[config.mk]
export PLATFORM = sky130hd
export DESIGN_NAME = smalldiv_digit_lut
export DESIGN_NICKNAME = d
export VERILOG_FILES = /design/src/rtl/smalldiv_pkg.sv /design/src/rtl/smalldiv_digit_lut.sv
export SDC_FILE = /design/constraint.sdc
export NUM_CORES = 1
export LEC_CHECK = 0
export CORE_MARGIN = 2
export CORE_UTILIZATION = 35
export CTS_BUF_LIST = sky130_fd_sc_hd__clkbuf_4 sky130_fd_sc_hd__clkbuf_8
export DETAILED_ROUTE_END_ITERATION = 7
export PLACE_DENSITY = 0.61
export SYNTH_ARGS = -nofsm -noshare
export SYNTH_HDL_FRONTEND = slang
export SYNTH_SLANG_ARGS = --single-unit
[constraint.sdc]
create_clock -name clock -period 1.1 [get_ports clock]
set_clock_uncertainty 0.15 [all_clocks]
set_input_delay 0.275 -clock clock [delete_from_list [all_inputs] [get_ports clock]]
set_output_delay 0.275 -clock clock [all_outputs]
set_load 0.01 [all_outputs]
[src/rtl/smalldiv_pkg.sv]
// Shared helpers for the small-constant divider: the elaboration-time
// table-entry generator and the digit width helper used by the parent divider.
package smalldiv_pkg;

    // One table entry, packed as {quotient, remainder} in the low
    // (digit_width + divider_width) bits. The quotient is truncated to
    // digit_width bits, which only matters for an out-of-range remainder input.
    function automatic logic [63:0] lut_entry(
        input int index,
        input int divider_value,
        input int digit_width,
        input int divider_width
    );
        longint unsigned v;
        longint unsigned dv;
        longint unsigned q;
        longint unsigned r;
        longint unsigned q_mask;
        v      = 64'(unsigned'(index));
        dv     = 64'(unsigned'(divider_value));
        q      = v / dv;
        r      = v % dv;
        q_mask = (64'd1 << digit_width) - 64'd1;
        return ((q & q_mask) << divider_width) | r;
    endfunction

    // Digit width for a divider built from LUTs of lut_width address bits:
    // whatever is left after the remainder bits, but never narrower than the
    // remainder itself.
    function automatic int digit_width_for(
        input int lut_width,
        input int divider_width
    );
        if ((lut_width - divider_width) > divider_width) begin
            return lut_width - divider_width;
        end else begin
            return divider_width;
        end
    endfunction

endpackage : smalldiv_pkg

[src/rtl/smalldiv_digit_lut.sv]
// One digit stage of a small-constant long divider. Divides
// {last_remainder, dividend_digit} by DIVIDER_VALUE using a lookup table that
// is filled at elaboration, producing a quotient digit and a new remainder.
// Outputs are optionally registered (REGISTER_OUT=1, latency 1).
module smalldiv_digit_lut
    import smalldiv_pkg::*;
#(
    parameter int DIVIDER_VALUE = 5,
    parameter int DIVIDER_WIDTH = $clog2(DIVIDER_VALUE),
    parameter int DIGIT_WIDTH   = 3,
    parameter bit REGISTER_OUT  = 1'b1
) (
    input  logic                     clock,
    input  logic                     reset,
    input  logic                     enable,
    input  logic [DIGIT_WIDTH-1:0]   dividend_digit,
    input  logic [DIVIDER_WIDTH-1:0] last_remainder,
    output logic [DIGIT_WIDTH-1:0]   quotient,
    output logic [DIVIDER_WIDTH-1:0] remainder
);

    localparam int IDX_W     = DIGIT_WIDTH + DIVIDER_WIDTH;
    localparam int LUT_DEPTH = 1 << IDX_W;

    // Parameter sanity: reject configurations the table cannot represent.
    if (DIVIDER_VALUE < 2) begin : g_bad_divider
        $error("smalldiv_digit_lut: DIVIDER_VALUE must be >= 2");
    end
    if (DIVIDER_WIDTH < $clog2(DIVIDER_VALUE)) begin : g_bad_div_width
        $error("smalldiv_digit_lut: DIVIDER_WIDTH too narrow for DIVIDER_VALUE");
    end
    if (DIGIT_WIDTH < 1) begin : g_bad_digit_width
        $error("smalldiv_digit_lut: DIGIT_WIDTH must be >= 1");
    end

    // Constant table: every entry is an elaboration-time constant, so this
    // reduces to a ROM and no runtime divider is built.
    logic [IDX_W-1:0] w_table [LUT_DEPTH];

    for (genvar gi = 0; gi < LUT_DEPTH; gi++) begin : g_table
        assign w_table[gi] = IDX_W'(lut_entry(gi, DIVIDER_VALUE, DIGIT_WIDTH, DIVIDER_WIDTH));
    end

    logic [IDX_W-1:0]         w_index;
    logic [IDX_W-1:0]         w_entry;
    logic [DIGIT_WIDTH-1:0]   w_quotient;
    logic [DIVIDER_WIDTH-1:0] w_remainder;

    // Pure lookup on the concatenated remainder and digit.
    assign w_index     = {last_remainder, dividend_digit};
    assign w_entry     = w_table[w_index];
    assign w_quotient  = w_entry[IDX_W-1 -: DIGIT_WIDTH];
    assign w_remainder = w_entry[DIVIDER_WIDTH-1:0];

    if (REGISTER_OUT) begin : g_registered
        logic [DIGIT_WIDTH-1:0]   r_quotient;
        logic [DIVIDER_WIDTH-1:0] r_remainder;

        // Output register: async clear, load on enable, otherwise hold.
        always_ff @(posedge clock or posedge reset) begin
            if (reset) begin
                r_quotient  <= '0;
                r_remainder <= '0;
            end else if (enable) begin
                r_quotient  <= w_quotient;
                r_remainder <= w_remainder;
            end else begin
                r_quotient  <= r_quotient;
                r_remainder <= r_remainder;
            end
        end

        assign quotient  = r_quotient;
        assign remainder = r_remainder;
    end else begin : g_combinational
        // Zero-latency path; clock, reset and enable play no part here.
        assign quotient  = w_quotient;
        assign remainder = w_remainder;
    end

endmodule : smalldiv_digit_lut

==> summary.md <==
| Metric | Value |
|---|---|
| Achievable Freq | `599.9 MHz` |
| # DRC | `0` |
| Multi-input logic area | `793.3 um2` |
| Post-synth net total | `124` |
| Failing checks | `setup timing` |
| Yosys reg bits | `6` |
| Least-Margin Pin Slew | `0.2985 ns` |
| Relative slew margins | `0.8006` |
| ANT cells | `0` |
| Unrepaired setup endpoints after global routing | `yes` |
| Max-slew violations | `0` |
| Port bufs | `14` |
| CP Launch Type | `primary input` |
| Die ar. | `0.002880 mm2` |
| Post-synth EDFFs | `0` |
| Largest net degree at the start of global routing | `14` |
| P_leak | `between 0.7 and 0.8 nW` |
| Filler instances | `167` |
| CTS tree | `done` |
| Worst EP required | `between 1 and 1.5 ns` |
| YS warnings | `0` |
| Nets | `172` |
| Wire per inst | `14.96 um` |
| Ports | `15` |
| Tmin final | `1.667 ns` |
| CP Capture Type | `flip-flop` |
| Reg area | `approximately 150 um2` |
| Synth unique cells | `39` |
| Layout cells sized above 1 | `0.5385` |
| Hpwl dp | `between 1500 and 2000 um` |
| Latest clock arrival within the worst-skew pair | `0.24 ns` |
| Syn Inst Count | `110` |
| Area after DPL | `0.001257 mm2` |
| Root buf cell | `clkbuf_4` |
| ANT nets after route | `0` |
| GPL Wtd Cong | `0.7753` |
| Hold Path Class | `in -> async` |
| Max_cap viols | `0` |
| Final hold vios | `0` |
| Cell Rows | `17` |
| Die X | `53.67 um` |
| Routed Wire Length | `2753 um` |
| CTS buffer count | `3` |
| Synthesized area | `863.3 um2` |
| Register area share after synthesis | `0.1739` |
| CP max FO | `5` |
| Crit Path Class | `in -> reg` |
| CTS sink cnt | `6` |
| Final period util | `1.515` |
| Via Count | `984` |
| DRT Pass-1 Iters | `4` |
| Core area | `~0.0023 mm2` |
| Initial antenna violation count | `0` |
| Design area | `0.001535 mm2` |
| Global-route wire length before repair | `4098 um` |
| Grt total ovfl | `0` |
| Clock slew at reported path FFs | `0.04 ns` |
| Async SR Flop Fraction | `1.000` |
| Clock buffer depth | `2` |
| Status | `complete, but fails checks` |
| Overall Global Routing Usage | `0.1935` |
| Main synth FF type | `dfrtp_1` |
| Final setup viols | `11` |
| H-Tree Depth | `1` |
| Final WS setup | `-0.5669 ns` |
| Via/cell ratio | `5.348` |
| VDD IR max | `0.4997 mV` |
| Critical Path AT | `1.68 ns` |
| Initial Util | `0.3793` |
| Synthesized area per cell | `roughly 7.8 um2` |
| Die Height | `between 50 and 60 um` |
| Vias in the first global route | `923` |
| Post-CTS Hold Fix Bufs | `0` |
| Pwr Density | `705.2 mW/mm2` |
| DRT iter0 DRCs | `29` |
| Layout area overhead | `77.83%` |
| Pre-CTS setup slack | `-1.215 ns` |
==> cell usage in the layout (no fill, tap or decap), types with 5 or more instances in the layout <==
master   Yosys  layout
a21oi_1      8       5
buf_2        6       7
buf_4        2      26
buf_6        1      10
buf_8        0       6
dfrtp_1      6       6
ha_4         0       5
inv_1        8       5
mux2i_1      9       9
nand2_1      8       8
nor2_1       9       8
==> through the flow <==
step | setup TNS (ns) | total power, mW | utilization | hold slack, ns | instances
after detailed placement | -7.753 | 0.7667 | 0.5525 | 0.3429 | 165
after floorplan | -2.740 | 0.5597 | - | -0.08404 | 110
after global routing | -3.160 | 1.147 | 0.6745 | 0.1306 | 184
after global placement | -7.592 | 0.7556 | 0.5525 | 0.3127 | 165
after CTS | -2.670 | 1.030 | 0.6284 | 0.1024 | 179
final | -2.686 | 1.083 | 0.6745 | 0.09707 | 184
==> layer usage <==
| layer | GRT usage | vias to the layer above | share of wire |
|---|---|---|---|
| li1 | - | 487 | - |
| met1 | 0.2278 | 471 | 0.40 |
| met3 | 0.01111 | 0 | 0.040 |
| met5 | 0 | - | 0 |
| met2 | 0.3618 | 26 | 0.56 |
| met4 | 0.07265 | 0 | 0 |
==> cells in the mapped netlist, types with 2 or more instances <==
cell type	instances	area [um2]
o31ai_1	2	15.01
o21ai_1	2	10.01
mux2i_1	9	90.09
nand2b_1	5	31.28
inv_1	8	30.03
a21oi_1	8	40.04
ha_1	5	62.56
nand3_1	3	15.01
nor2_1	9	33.78
mux2_2	2	22.52
buf_2	6	30.03
nor2b_1	4	25.02
xor2_1	2	17.52
nor3_1	2	10.01
nand2_1	8	30.03
o22ai_1	2	12.51
o21a_1	2	15.01
dfrtp_1	6	150.1
o21ai_0	4	20.02
buf_4	2	15.01
==> sequential cells by signal, summed over array words and instances, names as in the netlist <==
name	cells
quotient	3
remainder	3
==> where the power goes <==
part	leakage [nW]	internal, mW	switching, mW
clock	0.0138	0.123	0.0807
combinational	0.619	0.340	0.274
sequential	0.0704	0.251	0.0134
==> final timing paths <==
path / from / endpoint / slack (ns) / cells after the start
max in group asynchronous: reset / remainder[2]$_DFFE_PP0P_ / 0.51 / 2
worst min-delay path: reset / quotient[1]$_DFFE_PP0P_ / 0.1 / 2
worst max-delay path: dividend_digit[0] / remainder[0]$_DFFE_PP0P_ / -0.57 / 7
min in group clock: enable / quotient[2]$_DFFE_PP0P_ / 0.28 / 3
worst min register to register: quotient[2]$_DFFE_PP0P_ / quotient[2]$_DFFE_PP0P_ / 0.39 / 2
worst max register to register: remainder[1]$_DFFE_PP0P_ / remainder[1]$_DFFE_PP0P_ / 0 / 2
==> layout make-up <==
type | count | share of cell area
Tap cell | 28 | 0.02282
Sequential cell | 6 | 0.09780
Inverter | 8 | 0.02526
Timing Repair Buffer | 53 | 0.3227
Clock buffer | 3 | 0.01467
Multi-Input combinational cell | 86 | 0.5167
==> critical path, cell delays in order <==
cell and delay [ns]:
buf_8 0.08, clkinvlp_4 0.16, ha_4 0.29, mux2i_1 0.13
a21oi_1 0.10, or4_4 0.49, a31oi_1 0.17
==> timing repair <==
action / CTS / global route
buffers inserted: 9 / 7
pin swaps: 12 / 11
endpoints found under the hold margin: 0 / 0
resized for setup: 75 / 23
gates cloned: 2 / 0
endpoints found under the setup margin: 12 / 12
==> cells by family after synthesis <==
group	share of synthesized area
simple gates	0.1942
compound gates	0.2261
buf+inv	0.1043
mux	0.1870
fa+ha+maj	0.08406
flops	0.1739
xor+xnor	0.03044
(Power assumes the default switching activity.)
